## src/rtl/multicycle_control_unit.sv

```systemverilog
// ID-stage control unit: zero-latency opcode decode plus a step sequencer for
// the multi-cycle SWP and iterative MUL macro-ops, with stall/flush handling.
module multicycle_control_unit #(
  parameter  int OPCODE_W  = 6,
  parameter  int EXEC_W    = 4,
  parameter  int MUL_STEPS = 4,
  localparam int STEP_W    = ($clog2(MUL_STEPS) > 1) ? $clog2(MUL_STEPS) : 1
) (
  input  logic                clk,
  input  logic                rst_n,
  input  logic [OPCODE_W-1:0] opcode,
  input  logic                instr_valid,
  input  logic                stall,
  input  logic                flush,
  output logic [EXEC_W-1:0]   exec_cmd,
  output logic                mem_r_en,
  output logic                mem_w_en,
  output logic                wb_en,
  output logic                is_imm,
  output logic                single_src,
  output logic [1:0]          branch_type,
  output logic [1:0]          swp_sel,
  output logic                is_swp,
  output logic                is_mul,
  output logic                freeze,
  output logic [STEP_W-1:0]   step,
  output logic                seq_done
);

  localparam logic [OPCODE_W-1:0] OP_NOP  = OPCODE_W'(6'b000000);
  localparam logic [OPCODE_W-1:0] OP_ADD  = OPCODE_W'(6'b000001);
  localparam logic [OPCODE_W-1:0] OP_SUB  = OPCODE_W'(6'b000011);
  localparam logic [OPCODE_W-1:0] OP_AND  = OPCODE_W'(6'b000101);
  localparam logic [OPCODE_W-1:0] OP_OR   = OPCODE_W'(6'b000110);
  localparam logic [OPCODE_W-1:0] OP_NOR  = OPCODE_W'(6'b000111);
  localparam logic [OPCODE_W-1:0] OP_XOR  = OPCODE_W'(6'b001000);
  localparam logic [OPCODE_W-1:0] OP_SLA  = OPCODE_W'(6'b001001);
  localparam logic [OPCODE_W-1:0] OP_SLL  = OPCODE_W'(6'b001010);
  localparam logic [OPCODE_W-1:0] OP_SRA  = OPCODE_W'(6'b001011);
  localparam logic [OPCODE_W-1:0] OP_SRL  = OPCODE_W'(6'b001100);
  localparam logic [OPCODE_W-1:0] OP_MUL  = OPCODE_W'(6'b001101);
  localparam logic [OPCODE_W-1:0] OP_ADDI = OPCODE_W'(6'b100000);
  localparam logic [OPCODE_W-1:0] OP_SUBI = OPCODE_W'(6'b100001);
  localparam logic [OPCODE_W-1:0] OP_LD   = OPCODE_W'(6'b100100);
  localparam logic [OPCODE_W-1:0] OP_ST   = OPCODE_W'(6'b100101);
  localparam logic [OPCODE_W-1:0] OP_BEZ  = OPCODE_W'(6'b101000);
  localparam logic [OPCODE_W-1:0] OP_BNE  = OPCODE_W'(6'b101001);
  localparam logic [OPCODE_W-1:0] OP_JMP  = OPCODE_W'(6'b101010);
  localparam logic [OPCODE_W-1:0] OP_SWP  = OPCODE_W'(6'b111111);

  localparam logic [STEP_W-1:0] STEP_ZERO = STEP_W'(0);
  localparam logic [STEP_W-1:0] LAST_SWP  = STEP_W'(1);
  localparam logic [STEP_W-1:0] LAST_MUL  = STEP_W'(MUL_STEPS - 1);

  logic [STEP_W-1:0]   step_r, step_nxt_s;
  logic [OPCODE_W-1:0] op_r, op_nxt_s, act_op_s, dec_op_s;
  logic                in_seq_s, last_s;
  logic [EXEC_W-1:0]   exec_s;
  logic                mem_r_s, mem_w_s, wb_s, imm_s, single_src_s;
  logic [1:0]          bt_s, swp_sel_s;
  logic                is_swp_s, is_mul_s, freeze_s, done_s;

  // Sequencer next state: opcode latch at step 0, step advance, stall/flush.
  always_comb begin
    act_op_s   = (step_r == STEP_ZERO) ? opcode : op_r;
    in_seq_s   = (step_r != STEP_ZERO) ||
                 (instr_valid && ((opcode == OP_SWP) || (opcode == OP_MUL)));
    last_s     = (act_op_s == OP_SWP) ? (step_r == LAST_SWP) : (step_r == LAST_MUL);
    step_nxt_s = step_r;
    op_nxt_s   = op_r;
    if (flush) begin
      step_nxt_s = STEP_ZERO;
    end else if (stall) begin
      step_nxt_s = step_r;
    end else if (in_seq_s) begin
      if (last_s) begin
        step_nxt_s = STEP_ZERO;
      end else begin
        step_nxt_s = step_r + STEP_W'(1);
        if (step_r == STEP_ZERO) begin
          op_nxt_s = opcode;
        end else begin
          op_nxt_s = op_r;
        end
      end
    end else begin
      step_nxt_s = STEP_ZERO;
    end
  end

  // Step counter and latched macro-op opcode.
  always_ff @(posedge clk or negedge rst_n) begin
    if (!rst_n) begin
      step_r <= STEP_ZERO;
      op_r   <= OP_NOP;
    end else begin
      step_r <= step_nxt_s;
      op_r   <= op_nxt_s;
    end
  end

  // Opcode decode; an invalid slot only becomes NOP when no sequence is running.
  always_comb begin
    dec_op_s     = ((step_r == STEP_ZERO) && !instr_valid) ? OP_NOP : act_op_s;
    exec_s       = EXEC_W'(4'b0000);
    mem_r_s      = 1'b0;
    mem_w_s      = 1'b0;
    wb_s         = 1'b0;
    imm_s        = 1'b0;
    single_src_s = 1'b0;
    bt_s         = 2'b00;
    swp_sel_s    = 2'b00;
    is_swp_s     = 1'b0;
    is_mul_s     = 1'b0;
    freeze_s     = 1'b0;
    done_s       = 1'b0;
    case (dec_op_s)
      OP_ADD:          wb_s = 1'b1;
      OP_SUB:          begin exec_s = EXEC_W'(4'b0010); wb_s = 1'b1; end
      OP_AND:          begin exec_s = EXEC_W'(4'b0100); wb_s = 1'b1; end
      OP_OR:           begin exec_s = EXEC_W'(4'b0101); wb_s = 1'b1; end
      OP_NOR:          begin exec_s = EXEC_W'(4'b0110); wb_s = 1'b1; end
      OP_XOR:          begin exec_s = EXEC_W'(4'b0111); wb_s = 1'b1; end
      OP_SLA, OP_SLL:  begin exec_s = EXEC_W'(4'b1000); wb_s = 1'b1; end
      OP_SRA:          begin exec_s = EXEC_W'(4'b1001); wb_s = 1'b1; end
      OP_SRL:          begin exec_s = EXEC_W'(4'b1010); wb_s = 1'b1; end
      OP_ADDI:         begin imm_s = 1'b1; wb_s = 1'b1; single_src_s = 1'b1; end
      OP_SUBI: begin
        exec_s = EXEC_W'(4'b0010); imm_s = 1'b1; wb_s = 1'b1; single_src_s = 1'b1;
      end
      OP_LD: begin
        imm_s = 1'b1; mem_r_s = 1'b1; wb_s = 1'b1; single_src_s = 1'b1;
      end
      OP_ST:           begin imm_s = 1'b1; mem_w_s = 1'b1; end
      OP_BEZ:          begin imm_s = 1'b1; bt_s = 2'b01; single_src_s = 1'b1; end
      OP_BNE:          begin imm_s = 1'b1; bt_s = 2'b10; end
      OP_JMP:          begin imm_s = 1'b1; bt_s = 2'b11; single_src_s = 1'b1; end
      OP_SWP: begin
        exec_s    = (step_r == STEP_ZERO) ? EXEC_W'(4'b1100) : EXEC_W'(4'b1101);
        swp_sel_s = (step_r == STEP_ZERO) ? 2'b01 : 2'b10;
        wb_s      = 1'b1;
        is_swp_s  = 1'b1;
        freeze_s  = (step_r == STEP_ZERO);
        done_s    = (step_r == LAST_SWP);
      end
      OP_MUL: begin
        exec_s   = (step_r == LAST_MUL) ? EXEC_W'(4'b1111) : EXEC_W'(4'b1110);
        is_mul_s = 1'b1;
        wb_s     = (step_r == LAST_MUL);
        freeze_s = (step_r != LAST_MUL);
        done_s   = (step_r == LAST_MUL);
      end
      default: exec_s = EXEC_W'(4'b0000);
    endcase
  end

  // Output gating: reset and flush both present a clean NOP to ID/EX.
  always_comb begin
    if (!rst_n || flush) begin
      exec_cmd    = EXEC_W'(4'b0000);
      mem_r_en    = 1'b0;
      mem_w_en    = 1'b0;
      wb_en       = 1'b0;
      is_imm      = 1'b0;
      single_src  = 1'b0;
      branch_type = 2'b00;
      swp_sel     = 2'b00;
      is_swp      = 1'b0;
      is_mul      = 1'b0;
      freeze      = 1'b0;
      step        = STEP_ZERO;
      seq_done    = 1'b0;
    end else begin
      exec_cmd    = exec_s;
      mem_r_en    = mem_r_s;
      mem_w_en    = mem_w_s;
      wb_en       = wb_s;
      is_imm      = imm_s;
      single_src  = single_src_s;
      branch_type = bt_s;
      swp_sel     = swp_sel_s;
      is_swp      = is_swp_s;
      is_mul      = is_mul_s;
      freeze      = freeze_s;
      step        = step_r;
      seq_done    = done_s;
    end
  end

endmodule

```

## config.mk

```make
export PLATFORM = sky130hd
export DESIGN_NAME = multicycle_control_unit
export DESIGN_NICKNAME = d
export VERILOG_FILES = /design/src/rtl/multicycle_control_unit.sv
export SDC_FILE = /design/constraint.sdc
export NUM_CORES = 1
export LEC_CHECK = 0
export ABC_AREA = 1
export BUFFER_PORTS_ARGS = -buffer_cell sky130_fd_sc_hd__buf_2
export CAP_MARGIN = 20
export CORE_ASPECT_RATIO = 1.1
export CORE_UTILIZATION = 25
export CTS_BUF_LIST = sky130_fd_sc_hd__clkbuf_2 sky130_fd_sc_hd__clkbuf_4 sky130_fd_sc_hd__clkbuf_8
export DETAILED_ROUTE_END_ITERATION = 10
export PLACE_DENSITY = 0.55
export SLEW_MARGIN = 10
export SYNTH_ARGS = -nofsm -noshare
export SYNTH_HDL_FRONTEND = slang
export SYNTH_SLANG_ARGS = --single-unit
export TNS_END_PERCENT = 20
```

## constraint.sdc

```tcl
create_clock -name clk -period 4.4 [get_ports clk]
set_input_delay 1.32 -clock clk [delete_from_list [all_inputs] [get_ports clk]]
set_output_delay 1.32 -clock clk [all_outputs]
set_load 0.01 [all_outputs]
```

==> summary.md, run 1 <==
| Metric | Value |
|---|---|
| Max Clk Rate | `around 0.26 GHz` |
| H-Tree Depth | `1` |
| Clock buffer depth | `2` |
| CTS root buffer | `clkbuf_8` |
| CTS clk-pin slew, worst paths | `about 0.040 ns` |
| # nets final | `233` |
| Area after DPL | `0.00125 mm^2` |
| Total CTS buffers | `3` |
| Setup CP Type | `primary input to primary output` |
| Final Wtd Congestion | `0.784` |
| Filler instances | `495` |
| Synth top area share | `22.5%` |
| Final Hold Viols | `0` |
| Die area | `0.00454 mm^2` |
| NetSw | `69.3 uW` |
| # diodes | `0` |
| Pwr Density | `176 mW/mm^2` |
| Port Buf Inserts | `29` |
| Max VDD drop | `~0.11 mV` |
| TNS Setup | `0 ns` |
| Clk Latency, worst-skew pair | `0.22 ns` |
| Mapped Nets | `202` |
| Sequential power share | `37.5%` |
| Slew margin rel. | `between 60% and 70%` |
| Routed vias | `around 1.2k` |
| Outcome | `finished, final reports clean` |
| Post-route cell area | `0.00129 mm^2` |
| Hold Worst Slack | `0.472 ns` |
| Combinational share of power | `roughly 25%` |
| Share of layout cells above drive strength 1 | `25.8%` |
| Nature of the critical path endpoint | `primary output` |
| Period utilization | `88.8%` |
| HP Class | `register to register` |
| Slew @ Worst Pin | `0.477 ns` |
| Layout area overhead | `21.1%` |
| Sw Share | `30.5%` |
| Final setup fails | `0` |
| Placed Cells incl. Taps | `266` |
| Startpoint types | `primary input` |
| Arr. time, crit path | `2.59 ns` |
| Static Leak | `approximately 0.77 nW` |
| Remaining global-route overflow | `0` |
| Post-synth top area cell | `nand2_1` |
| Die H | `just over 70 um` |
| Via-to-Cell Ratio | `about 4.4` |
| Max-slew violations | `0` |
| Post-CTS resize count | `0` |
| Cell Count, Final, Fillers Out | `between 200 and 300` |
| DP Wirelength | `2.23 mm` |
| Initial Utilization | `26.6%` |
| Pin count of the biggest net entering global routing | `17` |
| RSZ-0062 raised after global routing | `false` |
| CP max FO | `12` |
| Gate Count Post-Synth | `188` |
| Pint | `158 uW` |
| YS warnings | `0` |
| Iter 0 DRT Violations | `30` |
| Die width | `64.4 um` |
| Initial antenna violation count | `0` |
| Clock Power Share | `roughly 38%` |
| First-pass GRT wire length | `4.84 mm` |
| Met1 usage | `15.9%` |
| Mean post-synth cell area | `approximately 5.7 um^2` |
| Yosys reg bits | `8` |
| DRC Markers | `0` |
| Wirelength per Cell | `10.1 um` |
| Fin crit period | `approximately 3.9 ns` |
| Vias in the first global route | `1145` |
| Distinct cells, synth | `24` |
| Reg2Reg Setup Slack | `2.13 ns` |
| Max-Cap Viols | `0` |
| Core Rows | `24` |
| Setup Skew | `0.00123 ns` |
| Seq/Total Area, Yosys | `18.7%` |
| Core Area | `0.00402 mm^2` |
| Worst EP required | `~3 ns` |
| Postcts setup bufs | `0` |
| Met3 usage | `between 1 and 1.5%` |
| Antenna Nets Post-Route | `0` |
| Cts hold-fix bufs | `0` |
| Drt total wl | `2.73 mm` |
| Met2 Track Usage GR | `24.6%` |
| Io pins | `30` |
| Gr busiest metal | `met2` |
| Synth area leaders | `nand2_1 (22%), dfrtp_1 (19%), nand3_1 (9.8%)` |
| Synth Cell Area | `0.00107 mm^2` |
| Tot GR Track Use | `roughly 13%` |
| First-pass DRT Iterations | `6` |
| CTS tree | `built` |
| Sink Count | `8` |
Yosys cell counts:
master,count
a21oi_1,5
a31oi_1,3
a41oi_1,1
and3_1,1
buf_6,2
clkbuf_1,1
clkinv_1,1
dfrtp_1,8
ha_1,3
inv_1,24
inv_2,2
nand2_1,64
nand2_2,12
nand2_4,3
nand3_1,21
nand3_2,1
nand3b_1,1
nor2_1,26
nor2_2,4
nor2_8,1
nor3_1,1
nor3_4,1
o21ai_0,1
o21ai_1,1
per-layer routing:
layer / vias up / share of wire [%] / routed length, um
met5: - / 0 / 0
met4: 0 / 0.66 / 18
met3: 2 / 1.7 / 45
met2: 14 / 52 / 1410
met1: 528 / 46 / 1250
li1: 647 / - / -
final timing paths:
path	depth (start not counted)	from	end
worst min register to register	2	op_r[5]	op_r[5]
worst max-delay path	10	instr_valid	is_imm
worst max register to register	13	step_r[0]	op_r[2]
worst min-delay path	2	op_r[5]	op_r[5]
max in group asynchronous	1	rst_n	op_r[5]
min in group asynchronous	1	rst_n	op_r[1]
worst max-delay path, stage by stage:
cell,delay [ns]
buf_2,0.10
inv_1,0.05
nand2_2,0.14
nand2_2,0.16
nand2_1,0.10
nor2_2,0.14
nand2_1,0.12
and3_1,0.19
a21oi_1,0.11
buf_2,0.15
cells in the final DEF (no fill, tap or decap), types with 2 or more instances in the layout:
cell type | netlist | routed
nand2_1 | 64 | 64
buf_2 | 0 | 29
nor2_1 | 26 | 26
inv_1 | 24 | 24
nand3_1 | 21 | 21
nand2_2 | 12 | 12
dfrtp_1 | 8 | 8
a21oi_1 | 5 | 5
nor2_2 | 4 | 4
nand2_4 | 3 | 3
a31oi_1 | 3 | 3
ha_1 | 3 | 3
clkbuf_8 | 0 | 3
inv_2 | 2 | 2
kinds of logic after synthesis:
logic type                 Yosys count  synth area share, %
AOI/OAI and AO/OA                   11                 5.85
adders and majority gates            3                 3.51
buffers and inverters               30                 11.9
DFF                                  8                 18.7
and+or+nand+nor                    136                 60.0
power groups by stage:
stage	combinational, mW	clock, mW	sequential [mW]
after floorplan	0.0414	0	0.0851
after global placement	0.0565	0	0.0858
after detailed placement	0.0567	0	0.0860
after CTS	0.0571	0.0896	0.0850
after global routing	0.0653	0.0919	0.0861
final	0.0562	0.0861	0.0853
registers in the layout (all words and copies together) (netlist names):
signal	cells
step_r	2
op_r	6
cell type report:
| cell class | instances | area [um^2] | area share (%) |
|---|---|---|---|
| Clock buffer | 3 | 41.3 | 3.19 |
| Sequential cell | 8 | 200 | 15.5 |
| Inverter | 27 | 101 | 7.83 |
| Multi-Input combinational cell | 150 | 742 | 57.3 |
| Tap cell | 52 | 65.1 | 5.02 |
| Timing Repair Buffer | 29 | 145 | 11.2 |
through the flow:
| step | utilization [%] | setup WS, ns | total power [mW] |
|---|---|---|---|
| after floorplan | - | 0.798 | 0.127 |
| after global placement | 31.2 | 0.511 | 0.142 |
| after detailed placement | 31.2 | 0.508 | 0.143 |
| after CTS | 32.2 | 0.503 | 0.232 |
| after global routing | 32.2 | 0.309 | 0.243 |
| final | 32.2 | 0.493 | 0.227 |
No activity file was read; power rests on OpenSTA's default activity.
==> run 2: changes to the inputs <==
==> constraint.sdc (replaced) <==
create_clock -name clk -period 3.7 [get_ports clk]
set_input_delay 1.11 -clock clk [delete_from_list [all_inputs] [get_ports clk]]
set_output_delay 1.11 -clock clk [all_outputs]
set_load 0.02 [all_outputs]
==> run 2 against run 1 <==
Power rose by 20%. Core utilization rose by 0.62 points. Non-clock buffer count rose by 3. Wire length fell by 3.3%. Critical path type unchanged. Highest routed layer unchanged.
==> summary.md, run 2 (synthesized netlist as in run 1, its figures left out) <==
| Metric | Value |
|---|---|
| Cts hold-fix bufs | `0` |
| Die area | `0.00454 mm^2` |
| Worst hold endpoint | `op_r[2]` |
| Wirelength per Cell | `~9.7 um` |
| Outcome | `finished, final reports clean` |
| Core Area | `0.00402 mm^2` |
| NetSw | `between 80 and 90 uW` |
| HP Class | `register to register` |
| Iter 0 DRT Violations | `43` |
| Die width | `64.4 um` |
| Sequential power share | `36.8%` |
| Io pins | `30` |
| Commonest non-fill, non-tap cell in the layout | `nand2_1` |
| Routed vias | `1177` |
| Final setup fails | `0` |
| Drt total wl | `2.64 mm` |
| Slew @ Worst Pin | `0.286 ns` |
| Gr busiest metal | `met2` |
| Hold depth | `2` |
| Remaining global-route overflow | `0` |
| DRC Markers | `0` |
| Reg2Reg Setup Slack | `between 1.5 and 2 ns` |
| CTS clk-pin slew, worst paths | `about 0.040 ns` |
| Largest Register | `op_r` |
| Clk Latency, worst-skew pair | `approximately 0.23 ns` |
| Tot GR Track Use | `13.3%` |
| H-Tree Depth | `1` |
| CTS tree | `built` |
| First-pass DRT Iterations | `5` |
| Util after Layout | `32.8%` |
| Met2 Track Usage GR | `between 20% and 30%` |
| Met1 usage | `15.8%` |
| Core Rows | `24` |
| Setup CP Type | `primary input to primary output` |
| Startpoint types | `primary input` |
| Via-to-Cell Ratio | `4.33` |
| Final Wtd Congestion | `0.830` |
| Pwr Density | `208 mW/mm^2` |
| Largest register FFs | `6` |
| Final Hold Viols | `0` |
| Post-CTS resize count | `0` |
| Max-slew violations | `0` |
| Final Power | `274 uW` |
| Clock buffer depth | `2` |
| Initial Utilization | `between 20% and 30%` |
| First-pass GRT wire length | `4.82 mm` |
| Initial antenna violation count | `0` |
| Worst EP required | `2.59 ns` |
| Clock Power Share | `37.9%` |
| TNS Setup | `0 ns` |
| Placed Cells incl. Taps | `269` |
| Area after DPL | `approximately 0.0013 mm^2` |
| # diodes | `0` |
| Fin crit period | `3.48 ns` |
| Cell Count, Final, Fillers Out | `272` |
| CP max FO | `12` |
| Max Clk Rate | `0.287 GHz` |
| Most frequent cells in the layout | `nand2_1 (64), buf_2 (29), nor2_1 (26)` |
| Worst min-delay path startpoint | `op_r[2]` |
| Dpl ws | `0.219 ns` |
| Vias in the first global route | `1124` |
| Layout area overhead | `23.4%` |
| Regs by FF count | `op_r: 6 flops, step_r: 2 flops` |
| Setup Skew | `0.00486 ns` |
| Sink Count | `8` |
| Share of layout cells above drive strength 1 | `27.3%` |
| Pin count of the biggest net entering global routing | `13` |
| DP Wirelength | `2.21 mm` |
| Antenna Nets Post-Route | `0` |
| Max VDD drop | `0.107 mV` |
| RSZ-0062 raised after global routing | `false` |
| Slew margin rel. | `around four fifths` |
| Port Buf Inserts | `29` |
| Sw Share | `30.7%` |
| Die H | `70.6 um` |
| Post-route cell area | `0.00132 mm^2` |
| Combinational share of power | `25.2%` |
| Nature of the critical path endpoint | `primary output` |
| Arr. time, crit path | `2.37 ns` |
| Pint | `190 uW` |
| Postcts setup bufs | `0` |
| Hold Worst Slack | `approximately 0.47 ns` |
| Period utilization | `between 90 and 100%` |
| Max-Cap Viols | `0` |
| RR Startpoint | `step_r[0]` |
| Total CTS buffers | `3` |
| Static Leak | `0.782 nW` |
| FF-to-FF End | `op_r[0]` |
| # nets final | `~240` |
| Met3 usage | `1.45%` |
| Worst r2r path cells | `12` |
| Post-layout worst setup margin | `~0.22 ns` |
| CTS root buffer | `clkbuf_8` |
## run 2: cell count changes in the layout (fill, tap and decap cells not counted)
cell   previous run  this run
buf_4             0         3
ha_2              0         1
ha_1              3         2
## run 2: worst max path at each step
stage,startpoint,endpoint,slack [ns],cells after the start
floorplan,instr_valid,freeze,0.29,9
CTS,step_r[0],is_imm,0.16,12
global placement,instr_valid,is_imm,0.21,10
global route,step_r[0],wb_en,0.02,15
detailed placement,instr_valid,is_imm,0.22,10
finish,instr_valid,is_imm,0.22,10
## run 2: power by group through the flow
stage	Sequential, mW	Clock, mW	Combinational [mW]
floorplan	0.101	0	0.0503
global placement	0.102	0	0.0701
finish	0.101	0.104	0.0692
detailed placement	0.102	0	0.0698
global route	0.102	0.111	0.0798
CTS	0.101	0.106	0.0700
## run 2: area by class of cell
type,count,area [um^2]
clock buffers,3,41.3
fillers,461,2700
inverters,27,101
multi-input cells,150,744
flip-flops and latches,8,200
well taps,52,65.1
repair buffers,32,168
## run 2: layer usage
layer / up-vias / wire length (um)
li1: 649 / -
met1: 498 / 1140
met2: 26 / 1380
met3: 4 / 95
met4: 0 / 25
met5: - / 0
## run 2: worst max-delay path, stage by stage
cell,delay [ns]
buf_2,0.10
inv_1,0.06
nand2_2,0.14
nand2_2,0.14
nand2_1,0.11
nor2_2,0.14
nand2_1,0.11
and3_1,0.18
a21oi_1,0.11
buf_2,0.17
